<file path="src/rtl/file_batch_sequencer.sv">
// file_batch_sequencer: walks the inclusive file-index range [first_idx, last_idx].
// For each index it issues a one-cycle start pulse and waits for a rising edge on
// the processing top's finish level. It ends with a done pulse and the count of
// completed files.
// Optional build macro FBS_TIMEOUT_EN adds a per-file watchdog. When it expires, the
// sticky error flag is set and the batch ends early.
//
// state | meaning
// ------+--------------------------------------------------------------
// IDLE  | waiting for go; range latched and counters reset on accept
// PULSE | one cycle that produces the registered start pulse
// WAIT  | waiting for a finish rising edge (or watchdog expiry)
// NEXT  | compare against last index, then advance or finish
// DONE  | one cycle that produces the registered done pulse
module file_batch_sequencer #(
    parameter int IDX_W       = 10,
    parameter int CNT_W       = 11,
    parameter int TIMEOUT_CYC = 4096
) (
    input  logic             clk,
    input  logic             rst,
    input  logic             go,
    input  logic [IDX_W-1:0] first_idx,
    input  logic [IDX_W-1:0] last_idx,
    input  logic             finish,
    output logic             start,
    output logic [IDX_W-1:0] file_index,
    output logic             busy,
    output logic             done,
    output logic [CNT_W-1:0] files_done,
    output logic             error
);

    localparam logic [2:0] S_IDLE  = 3'd0;
    localparam logic [2:0] S_PULSE = 3'd1;
    localparam logic [2:0] S_WAIT  = 3'd2;
    localparam logic [2:0] S_NEXT  = 3'd3;
    localparam logic [2:0] S_DONE  = 3'd4;

    logic [2:0]       state_q, state_d;
    logic [IDX_W-1:0] file_index_q, file_index_d;
    logic [IDX_W-1:0] last_q, last_d;
    logic [CNT_W-1:0] files_done_q, files_done_d;
    logic             error_q, error_d;
    logic             start_q, start_d;
    logic             done_q, done_d;
    logic             busy_q, busy_d;
    logic             finish_q, finish_d;
    logic             finish_rise;

`ifdef FBS_TIMEOUT_EN
    localparam int WD_W = $clog2(TIMEOUT_CYC + 1);
    logic [WD_W-1:0] wdog_q, wdog_d;
`endif

    assign finish_rise = finish & ~finish_q;

    // Next-state and datapath updates; pulses are decoded from the current state so
    // every output comes straight from a flop.
    always_comb begin
        state_d      = state_q;
        file_index_d = file_index_q;
        last_d       = last_q;
        files_done_d = files_done_q;
        error_d      = error_q;
        finish_d     = finish;
`ifdef FBS_TIMEOUT_EN
        wdog_d       = wdog_q;
`endif
        case (state_q)
            S_IDLE: begin
                if (go) begin
                    last_d       = last_idx;
                    file_index_d = first_idx;
                    files_done_d = '0;
                    error_d      = 1'b0;
                    state_d      = (first_idx > last_idx) ? S_DONE : S_PULSE;
                end
            end
            S_PULSE: begin
                state_d = S_WAIT;
`ifdef FBS_TIMEOUT_EN
                wdog_d  = '0;
`endif
            end
            S_WAIT: begin
                if (finish_rise) begin
                    files_done_d = files_done_q + 1'b1;
                    state_d      = S_NEXT;
                end
`ifdef FBS_TIMEOUT_EN
                else if (wdog_q == WD_W'(TIMEOUT_CYC - 1)) begin
                    error_d = 1'b1;
                    state_d = S_DONE;
                end else begin
                    wdog_d = wdog_q + 1'b1;
                end
`endif
            end
            S_NEXT: begin
                // Compare before incrementing so last index 2^IDX_W-1 never wraps.
                if (file_index_q == last_q) begin
                    state_d = S_DONE;
                end else begin
                    file_index_d = file_index_q + 1'b1;
                    state_d      = S_PULSE;
                end
            end
            S_DONE:  state_d = S_IDLE;
            default: state_d = S_IDLE;
        endcase
        start_d = (state_q == S_PULSE);
        done_d  = (state_q == S_DONE);
        busy_d  = (state_d != S_IDLE);
    end

    // State and output registers; reset abandons any batch immediately.
    always_ff @(posedge clk or negedge rst) begin
        if (!rst) begin
            state_q      <= S_IDLE;
            file_index_q <= '0;
            last_q       <= '0;
            files_done_q <= '0;
            error_q      <= 1'b0;
            start_q      <= 1'b0;
            done_q       <= 1'b0;
            busy_q       <= 1'b0;
            finish_q     <= 1'b0;
        end else begin
            state_q      <= state_d;
            file_index_q <= file_index_d;
            last_q       <= last_d;
            files_done_q <= files_done_d;
            error_q      <= error_d;
            start_q      <= start_d;
            done_q       <= done_d;
            busy_q       <= busy_d;
            finish_q     <= finish_d;
        end
    end

`ifdef FBS_TIMEOUT_EN
    // Per-file watchdog counter.
    always_ff @(posedge clk or negedge rst) begin
        if (!rst) wdog_q <= '0;
        else      wdog_q <= wdog_d;
    end
`endif

    assign start      = start_q;
    assign file_index = file_index_q;
    assign busy       = busy_q;
    assign done       = done_q;
    assign files_done = files_done_q;
`ifdef FBS_TIMEOUT_EN
    assign error      = error_q;
`else
    assign error      = 1'b0;
`endif

endmodule

</file>
<file path="config.mk">
export PLATFORM = sky130hd
export DESIGN_NAME = file_batch_sequencer
export DESIGN_NICKNAME = d
export VERILOG_FILES = /design/src/rtl/file_batch_sequencer.sv
export SDC_FILE = /design/constraint.sdc
export NUM_CORES = 1
export LEC_CHECK = 0
export ABC_AREA = 1
export ABC_CLOCK_PERIOD_IN_PS = 2000
export CAP_MARGIN = 25
export CELL_PAD_IN_SITES_DETAIL_PLACEMENT = 1
export CELL_PAD_IN_SITES_GLOBAL_PLACEMENT = 2
export CORE_UTILIZATION = 31
export CTS_CLUSTER_SIZE = 14
export DETAILED_ROUTE_END_ITERATION = 10
export PLACE_DENSITY = 0.9
export SETUP_SLACK_MARGIN = 0.05
export SYNTH_ARGS = -nofsm -noshare
export SYNTH_HDL_FRONTEND = slang
export SYNTH_SLANG_ARGS = --single-unit
</file>
<file path="constraint.sdc">
create_clock -name clk -period 2 [get_ports clk]
set_input_delay 0.4 -clock clk [delete_from_list [all_inputs] [get_ports clk]]
set_output_delay 0.4 -clock clk [all_outputs]
set_load 0.01 [all_outputs]
</file>
==> flow_summary.json <==
{
  "status": "finished, final reports clean",
  "cts_tree": "yes",
  "nNetsFinal": 418,
  "p_leak_nw": 1.55,
  "grt_use_total_pct": 18.1,
  "start_util_pct": 32.4,
  "ff2ff_setup_slack_ps": 250,
  "synth_cell_types": 31,
  "overflow": 0,
  "rsz0062_at_grt": "false",
  "ys_top_cells_by_area": "dfrtp_1 40%, nand2_1 15%, inv_1 7.3%",
  "syn_nets": 356,
  "cpMostUsedCell": "nand3_1",
  "cts_setup_buffers": 0,
  "grt_max_degree": 21,
  "drive_gt1_share_pct": 12.8,
  "cp-start-kind": "input port",
  "h-tree-depth": 2,
  "postSynthAreaPerCell_sq_um": 7.43,
  "cts_num_sinks": 38,
  "routed_wl_um": 6540,
  "yosys.area.top_type": "dfrtp_1",
  "antenna_cells": 0,
  "slew-limit-headroom_pct": 64.1,
  "dr.pass1.iters": 6,
  "max-vdd-ir-drop_mv": 0.411,
  "slowest_delay_ps": 480,
  "cp_cell_sequence": "clkdlybuf4s50_1 > inv_1 > ha_1 > nand2_1 > nor2_2 > nand3_1 > nand3_1 > a21oi_1 > nor2_1 > nand3_1",
  "power-per-cell-area_mw_per_mm2": 1200,
  "detail_route.wl_per_cell_um": 13.6,
  "synth_area_sq_mm": 0.00238,
  "pre_cts_ws_ps": -134,
  "end_kind": "flip-flop",
  "report.final.slew_viol_count": 0,
  "drc_errors": 0,
  "finalSetupViolCount": 0,
  "place_congestion": 0.729,
  "core_area_sq_mm": 0.00733,
  "tightest_slew_ps": 535,
  "yosysTopAreaCellShare_pct": 40.0,
  "hpwl_um": 5120,
  "worst-path-buf-inv": 2,
  "worstPathMaxFanout": 2,
  "insertion_delay_ps": 300,
  "critPathSlowestCell": "clkdlybuf4s50_1",
  "area_delta_synth_final_pct": 34.2,
  "die-width_um": 89.6,
  "crit_arrival_ps": 1940,
  "rows": 31,
  "drt_iter0_drc": 91,
  "port_buffers": 47,
  "finalClockSkew_ps": 8.74,
  "fmax_mhz": 568,
  "required_ps": 2190,
  "n_fill_cell": 909,
  "antenna_found_initial": 0,
  "post-synth-top-count-cell": "nand2_1",
  "fin_cells": 482,
  "synth_common_cells": "96 x nand2_1, 46 x inv_1, 38 x dfrtp_1",
  "cts_max_path_buffers": 2,
  "grt_pass1_wl_um": 10900,
  "drtAntennaViolNets": 0,
  "dieArea_sq_mm": 0.00803,
  "yosysSeqAreaShare_pct": 40.0,
  "root_buffer": "clkbuf_8",
  "grt_pass1_vias": 2306,
  "yosys_warnings": 0,
  "synth_edf_count": 0,
  "maxCapViolCount": 0,
  "dominantRegCellSynth": "dfrtp_1",
  "viasPerCell": 4.68,
  "cp_top_family": "simple AND/OR/NAND/NOR gates",
  "clk_pin_slew_ps": 90,
  "fin_ws_ps": 240,
  "num_vias": 2254,
  "synthArstFlopShare_pct": 100,
  "syn_inst": 320,
  "hp-class": "in2async",
  "dp.cells": 474,
  "min_period_over_period_pct": 88.0,
  "dieHeight_um": 89.6,
  "hold_violations": 0,
  "synth-seq-cells": 38,
  "crit_type": "in2reg",
  "io_pins": 49,
  "cts_made_buffers": 5,
  "min_period_ps": 1760
}
-- worst paths after layout --
kind,start,endpoint,cells after the start
setup / recovery,last_idx[5],busy,10
hold / removal,rst,file_index[6],1
setup reg to reg,state_q[2],file_index[9],7
hold reg to reg,state_q[1],start,1
max in group asynchronous,rst,file_index[4],2
min in group clk,state_q[1],start,1
-- report_power, final --
group | switching, W | internal, W
clock | 0.000302 | 0.000533
combinational | 0.000943 | 0.000745
sequential | 0.000286 | 0.00103
-- registers in the layout (all words and copies together), names as in the netlist --
register / flops
file_index: 10
state_q: 3
finish_q: 1
last_q: 10
start: 1
done: 1
files_done: 11
busy: 1
-- area by class of cell --
| cell class | count | area [sq um] | area share, % |
|---|---|---|---|
| multi-input combinational | 224 | 1190 | 37.2 |
| sequential | 38 | 951 | 29.8 |
| timing repair buffer | 63 | 598 | 18.7 |
| inverter | 50 | 188 | 5.88 |
| tap | 99 | 124 | 3.88 |
| clock buffer | 6 | 82.6 | 2.59 |
| clock inverter | 2 | 60.1 | 1.88 |
-- through the flow --
step / total power (W) / area, sq um / setup TNS, ps / utilization [%] / hold WS, ps
2_1_floorplan: 0.00234 / 2380 / 0 / - / 104
3_3_place_gp: 0.00297 / 3040 / -134 / 41.5 / 404
3_5_place_dp: 0.00305 / 3040 / -226 / 41.5 / 408
4_1_cts: 0.00391 / 3190 / 0 / 43.5 / 84.5
5_1_grt: 0.00415 / 3190 / 0 / 43.5 / 97.5
6_report: 0.00384 / 3190 / 0 / 43.5 / 65.4
-- worst reg2reg max path, stage by stage, from the launching register on --
cell	delay, ps
dfrtp_1	430
nor3_1	490
inv_1	350
a21oi_1	200
nand2_1	70
nand2_1	50
nand2_1	50
nand2_1	60
-- per-layer routing --
layer | GRT usage (%) | share of wire, %
met1 | 22.3 | 45
met2 | 32.4 | 51
met3 | 3.29 | 3.3
met4 | 4.76 | 1.4
met5 | 0 | 0
-- layout by cell type (no fill, tap or decap) --
master	count
a21o_1	1
a21oi_1	8
buf_12	1
buf_2	1
buf_4	15
bufinv_16	2
clkbuf_8	6
clkdlybuf4s50_1	46
conb_1	1
dfrtp_1	38
ha_1	12
inv_1	46
inv_2	4
nand2_1	96
nand2_2	1
nand2_4	2
nand3_1	20
nand3_2	1
nand3b_1	1
nand4_1	7
nor2_1	19
nor2_2	3
nor2_4	1
nor3_1	8
nor3_2	1
o21ai_0	19
o21ai_1	1
o21ai_2	9
o21bai_1	1
o31ai_1	1
or2_2	2
xnor2_1	4
xor2_1	5
-- kinds of logic (layout without fill, tap and decap cells) --
family	after synthesis	in the layout	share of synthesized area (%)
and+or+nand+nor	162	162	29.8
xor gates and xnor gates	9	9	3.31
adders and majority gates	12	12	6.31
AOI/OAI and AO/OA	40	40	10.2
other	1	1	0.158
buffers and inverters	58	121	10.3
DFF	38	38	40.0
-- repair_timing --
item,4_1_cts,5_1_grt
resized for setup,0,2
hold buffers,0,0
endpoints found under the setup margin,0,2
Note: power is estimated with default switching activity, not from simulation.
